**src/rtl/game_pkg.sv**
```systemverilog
// Shared types and constants for the game flow controller.
// States, sprite geometry, screen size and BCD digit type.
package game_pkg;

  typedef enum logic [1:0] {
    ST_IDLE  = 2'b00,
    ST_PLAY  = 2'b01,
    ST_OVER  = 2'b10,
    ST_CLEAR = 2'b11
  } state_t;

  localparam int SPRITE_SIZE = 32;
  localparam int SCREEN_W    = 640;
  localparam int SCREEN_H    = 480;

  typedef logic [3:0] bcd_digit_t;

endpackage

```
**src/rtl/game_state_controller_bcd_score_counter.sv**
```systemverilog
// Saturating four-digit BCD score counter (holds at 9999).
// Ports: clk25, rst_n, clr (sync clear, wins), inc, score_bcd.
module bcd_score_counter
  import game_pkg::*;
(
  input  logic        clk25,
  input  logic        rst_n,
  input  logic        clr,
  input  logic        inc,
  output logic [15:0] score_bcd
);

  logic [15:0] nxt;
  logic        carry;
  logic        sat;
  bcd_digit_t  d;

  assign sat = (score_bcd == 16'h9999);

  always_comb begin
    nxt   = score_bcd;
    carry = 1'b1;
    d     = '0;
    for (int i = 0; i < 4; i++) begin
      d = score_bcd[i*4 +: 4];
      if (carry) begin
        if (d == 4'd9) begin
          nxt[i*4 +: 4] = 4'd0;
        end else begin
          nxt[i*4 +: 4] = d + 4'd1;
          carry         = 1'b0;
        end
      end
    end
  end

  always_ff @(posedge clk25 or negedge rst_n) begin
    if (!rst_n) begin
      score_bcd <= '0;
    end else if (clr) begin
      score_bcd <= '0;
    end else if (inc && !sat) begin
      score_bcd <= nxt;
    end
  end

endmodule

```
**src/rtl/game_state_controller.sv**
```systemverilog
// Game flow FSM: start, contact/lives, kill scoring, stage clear.
// In: clk25 rst_n frame_tick btn_fire positions alive seconds; out: state stage_rst lives score_bcd player_visible.
module game_state_controller #(
  parameter int ENEMY_COUNT   = 23,
  parameter int SPRITE_SIZE   = game_pkg::SPRITE_SIZE,
  parameter int START_LIVES   = 3,
  parameter int INVULN_FRAMES = 120,
  parameter int CLEAR_SECONDS = 60
) (
  input  logic                      clk25,
  input  logic                      rst_n,
  input  logic                      frame_tick,
  input  logic                      btn_fire,
  input  logic [9:0]                player_x,
  input  logic [9:0]                player_y,
  input  logic [10*ENEMY_COUNT-1:0] enemy_x_flat,
  input  logic [10*ENEMY_COUNT-1:0] enemy_y_flat,
  input  logic [ENEMY_COUNT-1:0]    enemy_alive_flat,
  input  logic [7:0]                seconds,
  output logic [1:0]                state,
  output logic                      stage_rst,
  output logic [1:0]                lives,
  output logic [15:0]               score_bcd,
  output logic                      player_visible
);
  import game_pkg::*;

  localparam int KW = $clog2(ENEMY_COUNT + 1);

  state_t                 st;
  logic                   s1, s2, s3;
  logic                   fire_edge, start;
  logic [ENEMY_COUNT-1:0] alive_prev;
  logic                   play_prev;
  logic [KW-1:0]          kills;
  logic [5:0]             pending;
  logic [7:0]             psum;
  logic                   drain;
  logic [6:0]             invuln;
  logic [2:0]             fcnt;
  logic                   hit_any, death, clear_ok;

  assign state     = st;
  assign fire_edge = s2 & ~s3;
  assign start     = fire_edge & (st != ST_PLAY);
  assign drain     = |pending;

  always_comb begin
    kills = '0;
    if (st == ST_PLAY && play_prev)
      kills = KW'($countones(alive_prev & ~enemy_alive_flat));
  end

  // drain only when pending >= 1, so no underflow
  assign psum = 8'(pending) + 8'(kills) - 8'(drain);

  always_comb begin
    logic signed [10:0] dx, dy;
    logic [10:0]        ax, ay;
    hit_any = 1'b0;
    dx = '0; dy = '0; ax = '0; ay = '0;
    for (int i = 0; i < ENEMY_COUNT; i++) begin
      dx = $signed({1'b0, player_x}) - $signed({1'b0, enemy_x_flat[i*10 +: 10]});
      dy = $signed({1'b0, player_y}) - $signed({1'b0, enemy_y_flat[i*10 +: 10]});
      ax = dx[10] ? 11'(-dx) : 11'(dx);
      ay = dy[10] ? 11'(-dy) : 11'(dy);
      if (enemy_alive_flat[i] && ax < 11'(SPRITE_SIZE) && ay < 11'(SPRITE_SIZE))
        hit_any = 1'b1;
    end
  end

  assign death = (st == ST_PLAY) & frame_tick & (invuln == '0)
               & hit_any & (lives <= 2'd1);
  assign clear_ok = (seconds >= 8'(CLEAR_SECONDS))
                  & (enemy_alive_flat == '0);

  always_ff @(posedge clk25 or negedge rst_n) begin
    if (!rst_n) begin
      s1         <= 1'b0;
      s2         <= 1'b0;
      s3         <= 1'b0;
      alive_prev <= '0;
      play_prev  <= 1'b0;
      pending    <= '0;
      fcnt       <= '0;
    end else begin
      s1         <= btn_fire;
      s2         <= s1;
      s3         <= s2;
      alive_prev <= enemy_alive_flat;
      play_prev  <= (st == ST_PLAY);
      if (frame_tick) fcnt <= fcnt + 3'd1;
      if (start)              pending <= '0;
      else if (psum > 8'd63)  pending <= 6'd63;
      else                    pending <= psum[5:0];
    end
  end

  always_ff @(posedge clk25 or negedge rst_n) begin
    if (!rst_n) begin
      st             <= ST_IDLE;
      stage_rst      <= 1'b1;
      lives          <= 2'(START_LIVES);
      invuln         <= '0;
      player_visible <= 1'b1;
    end else begin
      player_visible <= (invuln == '0) | fcnt[2];
      unique case (st)
        ST_PLAY: begin
          if (frame_tick) begin
            if (invuln != '0) begin
              invuln <= invuln - 7'd1;
            end else if (hit_any) begin
              invuln <= 7'(INVULN_FRAMES);
              if (lives != '0) lives <= lives - 2'd1;
            end
          end
          if (death) begin
            st        <= ST_OVER;
            stage_rst <= 1'b1;
          end else if (clear_ok) begin
            st        <= ST_CLEAR;
            stage_rst <= 1'b1;
          end
        end
        ST_IDLE, ST_OVER, ST_CLEAR: begin
          if (fire_edge) begin
            st        <= ST_PLAY;
            stage_rst <= 1'b0;
            lives     <= 2'(START_LIVES);
            invuln    <= '0;
          end
        end
      endcase
    end
  end

  bcd_score_counter u_score (
    .clk25     (clk25),
    .rst_n     (rst_n),
    .clr       (start),
    .inc       (drain),
    .score_bcd (score_bcd)
  );

endmodule

```
**config.mk**
```make
export PLATFORM = sky130hd
export DESIGN_NAME = game_state_controller
export DESIGN_NICKNAME = d
export VERILOG_FILES = /design/src/rtl/game_pkg.sv /design/src/rtl/game_state_controller_bcd_score_counter.sv /design/src/rtl/game_state_controller.sv
export SDC_FILE = /design/constraint.sdc
export NUM_CORES = 1
export LEC_CHECK = 0
export BUFFER_PORTS_ARGS = -buffer_cell sky130_fd_sc_hd__buf_2
export CORE_ASPECT_RATIO = 0.5
export CORE_MARGIN = 2
export CORE_UTILIZATION = 54
export CTS_CLUSTER_SIZE = 20
export DETAILED_ROUTE_END_ITERATION = 8
export GPL_ROUTABILITY_DRIVEN = 0
export MAX_ROUTING_LAYER = met4
export PLACE_DENSITY_LB_ADDON = 0.08
export SLEW_MARGIN = 15
export SYNTH_ARGS = -nofsm -noshare
export SYNTH_HDL_FRONTEND = slang
export SYNTH_HIERARCHICAL = 1
export SYNTH_SLANG_ARGS = --single-unit
```
**constraint.sdc**
```tcl
create_clock -name clk25 -period 5.97 [get_ports clk25]
set_input_delay 0.597 -clock clk25 [delete_from_list [all_inputs] [get_ports clk25]]
set_output_delay 0.597 -clock clk25 [all_outputs]
set_load 0.02 [all_outputs]
```
# ---- Yosys cells after proc, flatten, opt, wreduce, memory -nomap -nowiden
# Cells that the tools add are included.
dict set report classes {
  n_addsub 123
  order_cmp 49
  eq_ne 16
  n_mux 105
  bitwise 11
  reduce_logical 66
}
# operator count
set ops {}
lappend ops {{$lt A11 B6 Y1 const B} 46}
lappend ops {{$mux W11} 46}
lappend ops {{$neg A11 Y11} 46}
lappend ops {{$sub A10 B10 Y11} 46}
lappend ops {{$logic_and A1 B1 Y1} 48}
lappend ops {{$mux W16} 2}
lappend ops {{$mux W1} 31}
lappend ops {{$mux W4} 7}
lappend ops {{$mux W7} 4}
lappend ops {{$and A23 B23 Y23} 1}
lappend ops {{$logic_not A23 Y1} 1}
lappend ops {{$not A23 Y23} 1}
lappend ops {{$add A1 B1 Y2} 11}
lappend ops {{$add A4 B1 Y4 const B} 4}
lappend ops {{$eq A16 B16 Y1 const B} 1}
lappend ops {{$eq A4 B4 Y1 const B} 4}
lappend ops {{$mux W2} 8}
lappend ops {{$add A2 B2 Y3} 5}
lappend ops {{$pmux W7 S2} 1}
lappend ops {{$add A3 B3 Y4} 3}
lappend ops {{$mux W6} 2}
lappend ops {{$reduce_bool A2 Y1} 5}
lappend ops {{$ge A8 B6 Y1 const B} 1}
lappend ops {{$gt A8 B6 Y1 const B} 1}
lappend ops {{30 further kinds} 45}
dict set report word_totals {
  regBits 65
  input_bits 515
  out_inout_bits 22
  elab_cells 386
}

# ---- Longest topological paths before layout
# Gate-level depths: netlist of run 1.
dict set report logic_depth {
  depth_word 33
  mapped_depth 24
  mapped_depth_nobuf 24
}

# ---- Cells and area by module
# Netlist of run 1, hierarchy kept.
# mod instances cells_each area_per_inst_um2 seq_area_each_um2
set modules_own_cells {}
lappend modules_own_cells {game_state_controller 1 3972 28910.2 1231.2}
lappend modules_own_cells {bcd_score_counter 1 104 970.9 400.4}

# ---- Worst setup path before layout of run 1
# OpenSTA, ideal clock, no wires.
dict set report synth_path {
  path_kind {input -> register}
  startpoint {in enemy_alive_flat[0]}
  endpoint {reg pending[0]}
  t_arrival_ps 6231
  required_time_ps 5848
  slack_ps -383
  cell_stages 21
  cell_sequence {nor2b_1 -> fa_1 -> inv_1 -> fa_1 -> fa_1 -> fa_1 -> fa_1 -> fa_1 -> fa_1 -> or2_2 -> ha_1 -> inv_1 -> fa_1 -> a21o_1 -> a21oi_1 -> o21bai_1 -> a21oi_1 -> xnor2_1 -> nand2_1 -> nor2_1 -> nor2_1}
}
dict set report synth_between {
  elab_chain_cells 13
}
# element line_no
set synth_rtl {}
lappend synth_rtl {{from (decl)} game_state_controller.sv:18} ;# input logic [ENEMY_COUNT-1:0] enemy_alive_flat,
lappend synth_rtl {{$not A23 Y23 (*)} game_state_controller.sv:51} ;# kills = KW'($countones(alive_prev & ~enemy_alive_flat));
lappend synth_rtl {{$and A23 B23 Y23 (*)} game_state_controller.sv:51}
lappend synth_rtl {{$add A1 B1 Y2 (not written as such) (*)} game_state_controller.sv:51}
lappend synth_rtl {{$add A2 B2 Y3 (not written as such) (*)} game_state_controller.sv:51}
lappend synth_rtl {{$add A3 B3 Y4 (not written as such) (*)} game_state_controller.sv:51}
lappend synth_rtl {{$add A4 B4 Y5 (not written as such) (*)} game_state_controller.sv:51}
lappend synth_rtl {{$add A5 B4 Y5 (not written as such) (*)} game_state_controller.sv:51}
lappend synth_rtl {{$mux W5 (*)} game_state_controller.sv:50} ;# if (st == ST_PLAY && play_prev)
lappend synth_rtl {{$add A6 B5 Y7 (*)} game_state_controller.sv:55} ;# assign psum = 8'(pending) + 8'(kills) - 8'(drain);
lappend synth_rtl {{$sub A7 B1 Y8 (*)} game_state_controller.sv:55}
lappend synth_rtl {{$gt A8 B6 Y1} game_state_controller.sv:94} ;# else if (psum > 8'd63) pending <= 6'd63;
lappend synth_rtl {{$mux W6 (*)} game_state_controller.sv:94}
lappend synth_rtl {{$mux W6 (*)} game_state_controller.sv:93} ;# if (start) pending <= '0;
lappend synth_rtl {{to (signal assigned)} game_state_controller.sv:95} ;# else pending <= psum[5:0];
lappend synth_rtl {{to (decl)} game_state_controller.sv:36} ;# logic [5:0] pending;
# Mark *: on every way between the ends. The rest lies on a longest branch, timed or not.
# A chain may end at the register's enable or synchronous reset.

# ---- Worst setup path after layout of run 1
dict set report layout_path {
  startpoint {in enemy_alive_flat[7]}
  endpoint {reg pending[3]}
}
# Same word-level chain as after synthesis.

==> reports/qor.yml, run 1 <==
final_layout:
  syn2layout_area_growth_pct: 14.7
  final_core_util_pct: 63.2
  drive_gt1_share_pct: 16.2
  fill_cells: 5104
  stdcell_area_mm2: 0.0343
  nets: 5711
power_and_ir_drop:
  ir_drop_mv: 0.296
  power_mw: 5.98
  p_leak_nw: 17.0
  power-per-cell-area_mw_per_mm2: 175
run:
  cap_violations: 0
synthesis:
  ys_warn_count: 6
  yosys.area.top_type: "ha_1"
  netlist_area_mm2: 0.0299
  synthTopCellsByArea: "ha_1 (20%), inv_1 (7.1%), dfrtp_1 (5.1%), a21oi_1 (4.6%), fa_1 (4.2%)"
  syn_avg_cell_area_um2: 7.33
  syn-num-nets: 5142
  seq_area_frac_synth_pct: 5.46
  yosysTopAreaCellShare_pct: 20.4
  ys_types: 111
  synth_edf_count: 0
  synthArstFlopShare_pct: 100
  ys_ff_latch: 65
  netlist_instances: 4076
  ys.flop_type: "dfrtp_1"
placed_design:
  placed_cell_area_mm2: 0.0338
  post-dp-hpwl_um: 82200
  numPortBuffers: 534
global_route:
  antenna_found_initial: 25
  grt_max_degree: 66
  grt_usage_pct: 34.2
  grt_pass1_vias: 30600
  grt-ovfl-total: 0
  grt_pass1_wl_um: 153000
worst_setup_path:
  crit_path_start_kind: "input pin"
  cp_max_fo: 4
  rr_startpoint: "alive_prev[0]$_DFF_PN0_"
  path_class: "in2reg"
  setup.worst_path.start: "enemy_alive_flat[7]"
  worst_ep_required_time_ns: 6.16
  end_kind: "register"
  cp.arrival_ns: 6.04
sta:
  max_freq_ghz: 0.171
  hold_viol_final: 0
  tns_ns: 0
  finalHoldWorstSlack_ns: 0.363
  rsz0062_at_grt: "true"
  setup_viol: 0
  min_period_ns: 5.85
  tightest_slew_ns: 0.899
  fin_skew_ns: 0.00773
  maxSlewHeadroom_pct: 40.1
  period_share_pct: 98.0
  drv_slew: 0
routing:
  drt_wl_total_um: 99900
  drt-pass1-iter-count: 6
  vias_per_cell: 6.13
  wl_per_cell_um: 18.4
  dr_total_vias: 33200
  ant_nets: 0
  drcViolationCount: 0
  drtIter0Drc: 2155
clock_network:
  root_buffer: "clkbuf_16"
  htreeDepth: 3
  cts.sinks: 65
  cts.reportedPaths.clkPinSlew_ns: 0.06
  clockBufferDepth: 2
  cts_hold_buffers: 0
  insertion_delay_ns: 0.33
  cts_buffers: 9
  tritoncts: "built"
floorplanning:
  die_h_um: 170
  rows: 60
  ios: 537
  start_util_pct: 55.1
  core_mm2: 0.0542
  dieWidth_um: 337
  die_area_mm2: 0.0573
run_status:
  status: "finished clean"
hold_path:
  hp-class: "reg2reg"
  hold_start: "s1$_DFF_PN0_"
[timing repair]
item	in CTS	in global routing
pin swaps	0	6
setup buffers	0	4
setup endpoints to repair	6	6
resized for setup	1	16
cloned	0	0
[sequential cells by signal, indices dropped and copies added (netlist names), 2 cells and up]
register           flops
alive_prev            23
fcnt                   3
invuln                 7
lives                  2
pending                6
state                  2
u_score/score_bcd     16
[synthesized netlist by cell type (59+ instances only)]
cell	instances
a211oi_1	59
a21o_1	71
a21oi_1	277
dfrtp_1	61
fa_1	63
ha_1	488
inv_1	563
nand2_1	193
nand2b_1	84
nand3_1	104
nor2_1	262
nor2b_1	122
nor3_1	106
o211ai_1	69
o21a_1	115
o21ai_0	230
xnor2_1	111
xor2_1	114
[metrics by stage]
stage	setup WS, ns	instances
final	0.117	5418
after global routing	-0.124	5417
after CTS	0.00339	5390
after detailed placement	-0.362	5374
after global placement	-0.275	5374
after floorplan	0.00579	4076
[power by group]
group | switching, mW | internal, mW | leakage, nW | total (mW)
registers | 0.0865 | 0.547 | 0.762 | 0.633
logic | 2.58 | 2.17 | 16.1 | 4.75
clock network | 0.223 | 0.379 | 0.159 | 0.602
[layout make-up]
type	instances	area, um2	area share (%)
Timing Repair Buffer	594	3150	9.19
Clock buffer	10	239	0.697
Sequential cell	65	1630	4.76
Antenna cell	24	60.1	0.175
Multi-Input combinational cell	3410	26000	76.0
Tap cell	744	931	2.72
Inverter	565	2120	6.19
Clock inverter	6	90.1	0.263
[final timing paths]
kind,endpoint,slack [ns],cells past startpoint
max,pending[3]$_DFF_PN0_,0.12,22
min,s2$_DFF_PN0_,0.36,0
max reg2reg,pending[3]$_DFF_PN0_,0.12,21
min reg2reg,s2$_DFF_PN0_,0.36,0
max in group asynchronous,alive_prev[8]$_DFF_PN0_,4.91,2
min in group asynchronous,u_score/score_bcd[6]$_DFFE_PN0P_,0.44,2
[layout by cell type, fill, tap and decap left out, types with 43 or more instances in the layout]
cell	n
a31oi_1	49
fa_1	60
or3_1	57
buf_4	59
o21ai_0	230
o211ai_1	69
a21oi_1	276
nor2_1	262
o2111ai_1	43
buf_2	533
a211oi_1	59
nand2b_1	84
nor2b_1	117
nand3_1	104
dfrtp_1	61
o31ai_1	48
o21a_1	115
nand2_1	192
nor3_1	106
xor2_1	114
inv_1	556
a21o_1	71
ha_1	486
xnor2_1	111
[kinds of logic (layout without fill, tap and decap cells)]
logic type / Yosys count / after routing / share of synthesized area (%)
AND/OR/NAND/NOR: 1251 / 1251 / 22.9
other: 0 / 24 / 0
XOR/XNOR: 225 / 225 / 6.59
buffers and inverters: 601 / 1175 / 7.65
adder cells (fa/ha/maj): 551 / 551 / 24.7
multiplexers: 58 / 58 / 2.02
flip-flops: 65 / 65 / 5.46
AO/OA/AOI/OAI: 1325 / 1325 / 30.8
[worst max-delay path, stage by stage]
cell,delay (ns)
buf_2,0.20
nor2b_1,0.10
fa_1,0.51
inv_1,0.05
fa_1,0.49
fa_1,0.43
fa_1,0.51
fa_1,0.43
fa_2,0.37
fa_2,0.35
nor2b_1,0.13
or3_1,0.34
ha_1,0.30
inv_2,0.05
ha_4,0.24
a21o_1,0.17
a21oi_2,0.15
o21bai_1,0.09
a21oi_1,0.16
xnor2_1,0.16
buf_4,0.16
a31oi_1,0.07
[layer usage]
layer  part of all wire [%]  track usage (%)
met3                    6.3             2.88
met5                      0                -
met4                    4.5             15.6
met2                     47             57.0
met1                     43             42.1
Power figures use the tool's default switching activity.
==> inputs of run 2 (changes only) <==
--- a/config.mk
+++ b/config.mk
@@ -15,4 +15,5 @@
 export MAX_ROUTING_LAYER = met4
 export PLACE_DENSITY_LB_ADDON = 0.08
+export SETUP_SLACK_MARGIN = 0.15
 export SLEW_MARGIN = 15
 export SYNTH_ARGS = -nofsm -noshare
==> constraint.sdc (replaced) <==
create_clock -name clk25 -period 5.97 [get_ports clk25]
set_input_delay 0.597 -clock clk25 [delete_from_list [all_inputs] [get_ports clk25]]
set_output_delay 0.597 -clock clk25 [all_outputs]
set_load 0.005 [all_outputs]
==> reports/qor.yml, run 2 (synthesis results as in run 1) <==
run_status:
  status: "finished, violations left"
  violations: "antenna violations"
run:
  cap_violations: 0
routing:
  dr_total_vias: 33200
  drcViolationCount: 0
  drt_wl_total_um: 99900
  ant_nets: 1
  wl_per_cell_um: 18.4
  vias_per_cell: 6.13
  drt-pass1-iter-count: 6
  drtIter0Drc: 2484
sta:
  setup_ws_ns: 0.0158
  drv_slew: 0
  tns_ns: 0
  max_freq_ghz: 0.168
  setup_viol: 0
  fin_skew_ns: 0.0107
  maxSlewHeadroom_pct: 31.3
  tightest_slew_ns: 1.03
  min_period_ns: 5.95
  period_share_pct: 99.7
  hold_viol_final: 0
  rsz0062_at_grt: "true"
power_and_ir_drop:
  internal-power_mw: 3.02
  seq_power_share_pct: 10.8
  p_leak_nw: 17.0
  ir_drop_mv: 0.240
  power-per-cell-area_mw_per_mm2: 170
  p_sw_share_pct: 48.1
  pwr-share-comb_pct: 79.5
  power.switching_mw: 2.80
  power_frac_clock_pct: 9.7
hold_path:
  hp-class: "in2async"
worst_setup_path:
  cp_max_fo: 2
  worst_ep_required_time_ns: 6.18
  cp.arrival_ns: 6.16
  path_class: "in2reg"
  end_kind: "register"
  crit_path_start_kind: "input pin"
final_layout:
  largest_register_ff_count: 23
  final_core_util_pct: 63.2
  final_common_cell: "inv_1"
  drive_gt1_share_pct: 16.0
  syn2layout_area_growth_pct: 14.6
  nets: 5707
  top_regs: "alive_prev x23, u_score/score_bcd x16, invuln x7"
  regMostFlops: "alive_prev"
  final_cell_mix: "inv_1 (558), buf_2 (533), ha_1 (487), a21oi_1 (274), nor2_1 (262)"
floorplanning:
  start_util_pct: 55.1
  dieWidth_um: 337
  rows: 60
  die_h_um: 170
  die_area_mm2: 0.0573
  core_mm2: 0.0542
  ios: 537
global_route:
  grt_max_degree: 66
  antenna_found_initial: 28
  grt_pass1_vias: 30700
  grt-ovfl-total: 0
  grt_pass1_wl_um: 154000
  grt_usage_pct: 34.3
clock_network:
  clockBufferDepth: 2
  cts_buffers: 9
  cts.sinks: 65
  tritoncts: "built"
  insertion_delay_ns: 0.35
  root_buffer: "clkbuf_16"
  cts.reportedPaths.clkPinSlew_ns: 0.06
  htreeDepth: 3
placed_design:
  pre_cts_ws_ns: -0.337
  post-dp-hpwl_um: 82200
  numPortBuffers: 534
## run 2: cell types whose count changed in the layout (fill, tap and decap cells not counted), moves of 2 or more
cell,change
inv_1,+2
diode_2,+10
nor2b_2,+2
nor2b_4,-3
a21oi_2,+2
buf_4,-5
a21oi_1,-2
## run 2: cell type report
cell class              count  area, um2
diodes                     34       85.1
clock inverters             5       61.3
fillers                  5050      20000
multi-input cells        3410      26000
clock buffers              11        253
flip-flops and latches     65       1630
repair buffers            590       3130
well taps                 744        931
inverters                 565       2120
## run 2: power by group through the flow
| stage | sequential [mW] | clock, mW | combinational [mW] |
|---|---|---|---|
| 2_1_floorplan | 0.621 | 0 | 3.25 |
| 3_3_place_gp | 0.630 | 0 | 4.30 |
| 3_5_place_dp | 0.635 | 0 | 4.44 |
| 4_1_cts | 0.629 | 0.572 | 4.50 |
| 5_1_grt | 0.648 | 0.597 | 5.15 |
| 6_report | 0.630 | 0.565 | 4.63 |
## run 2: worst paths after layout
kind	startpoint	end	slack (ns)	cells past startpoint
worst max-delay path	enemy_alive_flat[7]	pending[0]$_DFF_PN0_	0.02	23
worst min-delay path	rst_n	u_score/score_bcd[0]$_DFFE_PN0P_	0.34	1
worst max register to register	alive_prev[9]$_DFF_PN0_	pending[0]$_DFF_PN0_	0.04	22
worst min register to register	s1$_DFF_PN0_	s2$_DFF_PN0_	0.35	0
max in group asynchronous	rst_n	alive_prev[6]$_DFF_PN0_	5.00	1
min in group clk25	s1$_DFF_PN0_	s2$_DFF_PN0_	0.35	0
## run 2: what timing repair did
item                                   in CTS  in global routing
hold buffers                                0                  0
resized for setup                           0                  3
buffers inserted                            2                  1
setup endpoints to repair                   6                  6
pin swaps                                   5                  2
endpoints found under the hold margin       0                  0
## run 2: worst max-delay path, stage by stage
cell	delay [ns]
buf_2	0.18
nor2b_1	0.09
fa_1	0.52
inv_2	0.04
fa_1	0.55
fa_1	0.43
fa_1	0.51
fa_1	0.43
fa_2	0.38
fa_2	0.40
nor2b_1	0.13
or3_1	0.32
ha_1	0.33
inv_2	0.08
ha_4	0.19
a21o_1	0.19
a21oi_2	0.14
o21bai_1	0.11
a21oi_2	0.14
xnor2_1	0.15
nand2_1	0.10
nor2_1	0.11
nor2_1	0.05
## run 2: metal layers
| metal | share of wire [%] | track usage, % | wire length [um] |
|---|---|---|---|
| met1 | 42 | 41.1 | 41900 |
| met5 | 0 | - | 0 |
| met4 | 4.8 | 15.3 | 4760 |
| met2 | 47 | 58.0 | 46800 |
| met3 | 6.4 | 4.00 | 6410 |
## run 2: per-stage QoR
| stage | hold slack [ns] | cells | area, um2 | power [mW] |
|---|---|---|---|---|
| CTS | 0.350 | 5389 | 34100 | 5.70 |
| detailed placement | 0.338 | 5371 | 33800 | 5.07 |
| floorplan | 0.301 | 4076 | 29900 | 3.88 |
| global route | 0.344 | 5417 | 34200 | 6.40 |
| finish | 0.336 | 5424 | 34200 | 5.82 |
| global placement | 0.333 | 5371 | 33800 | 4.93 |
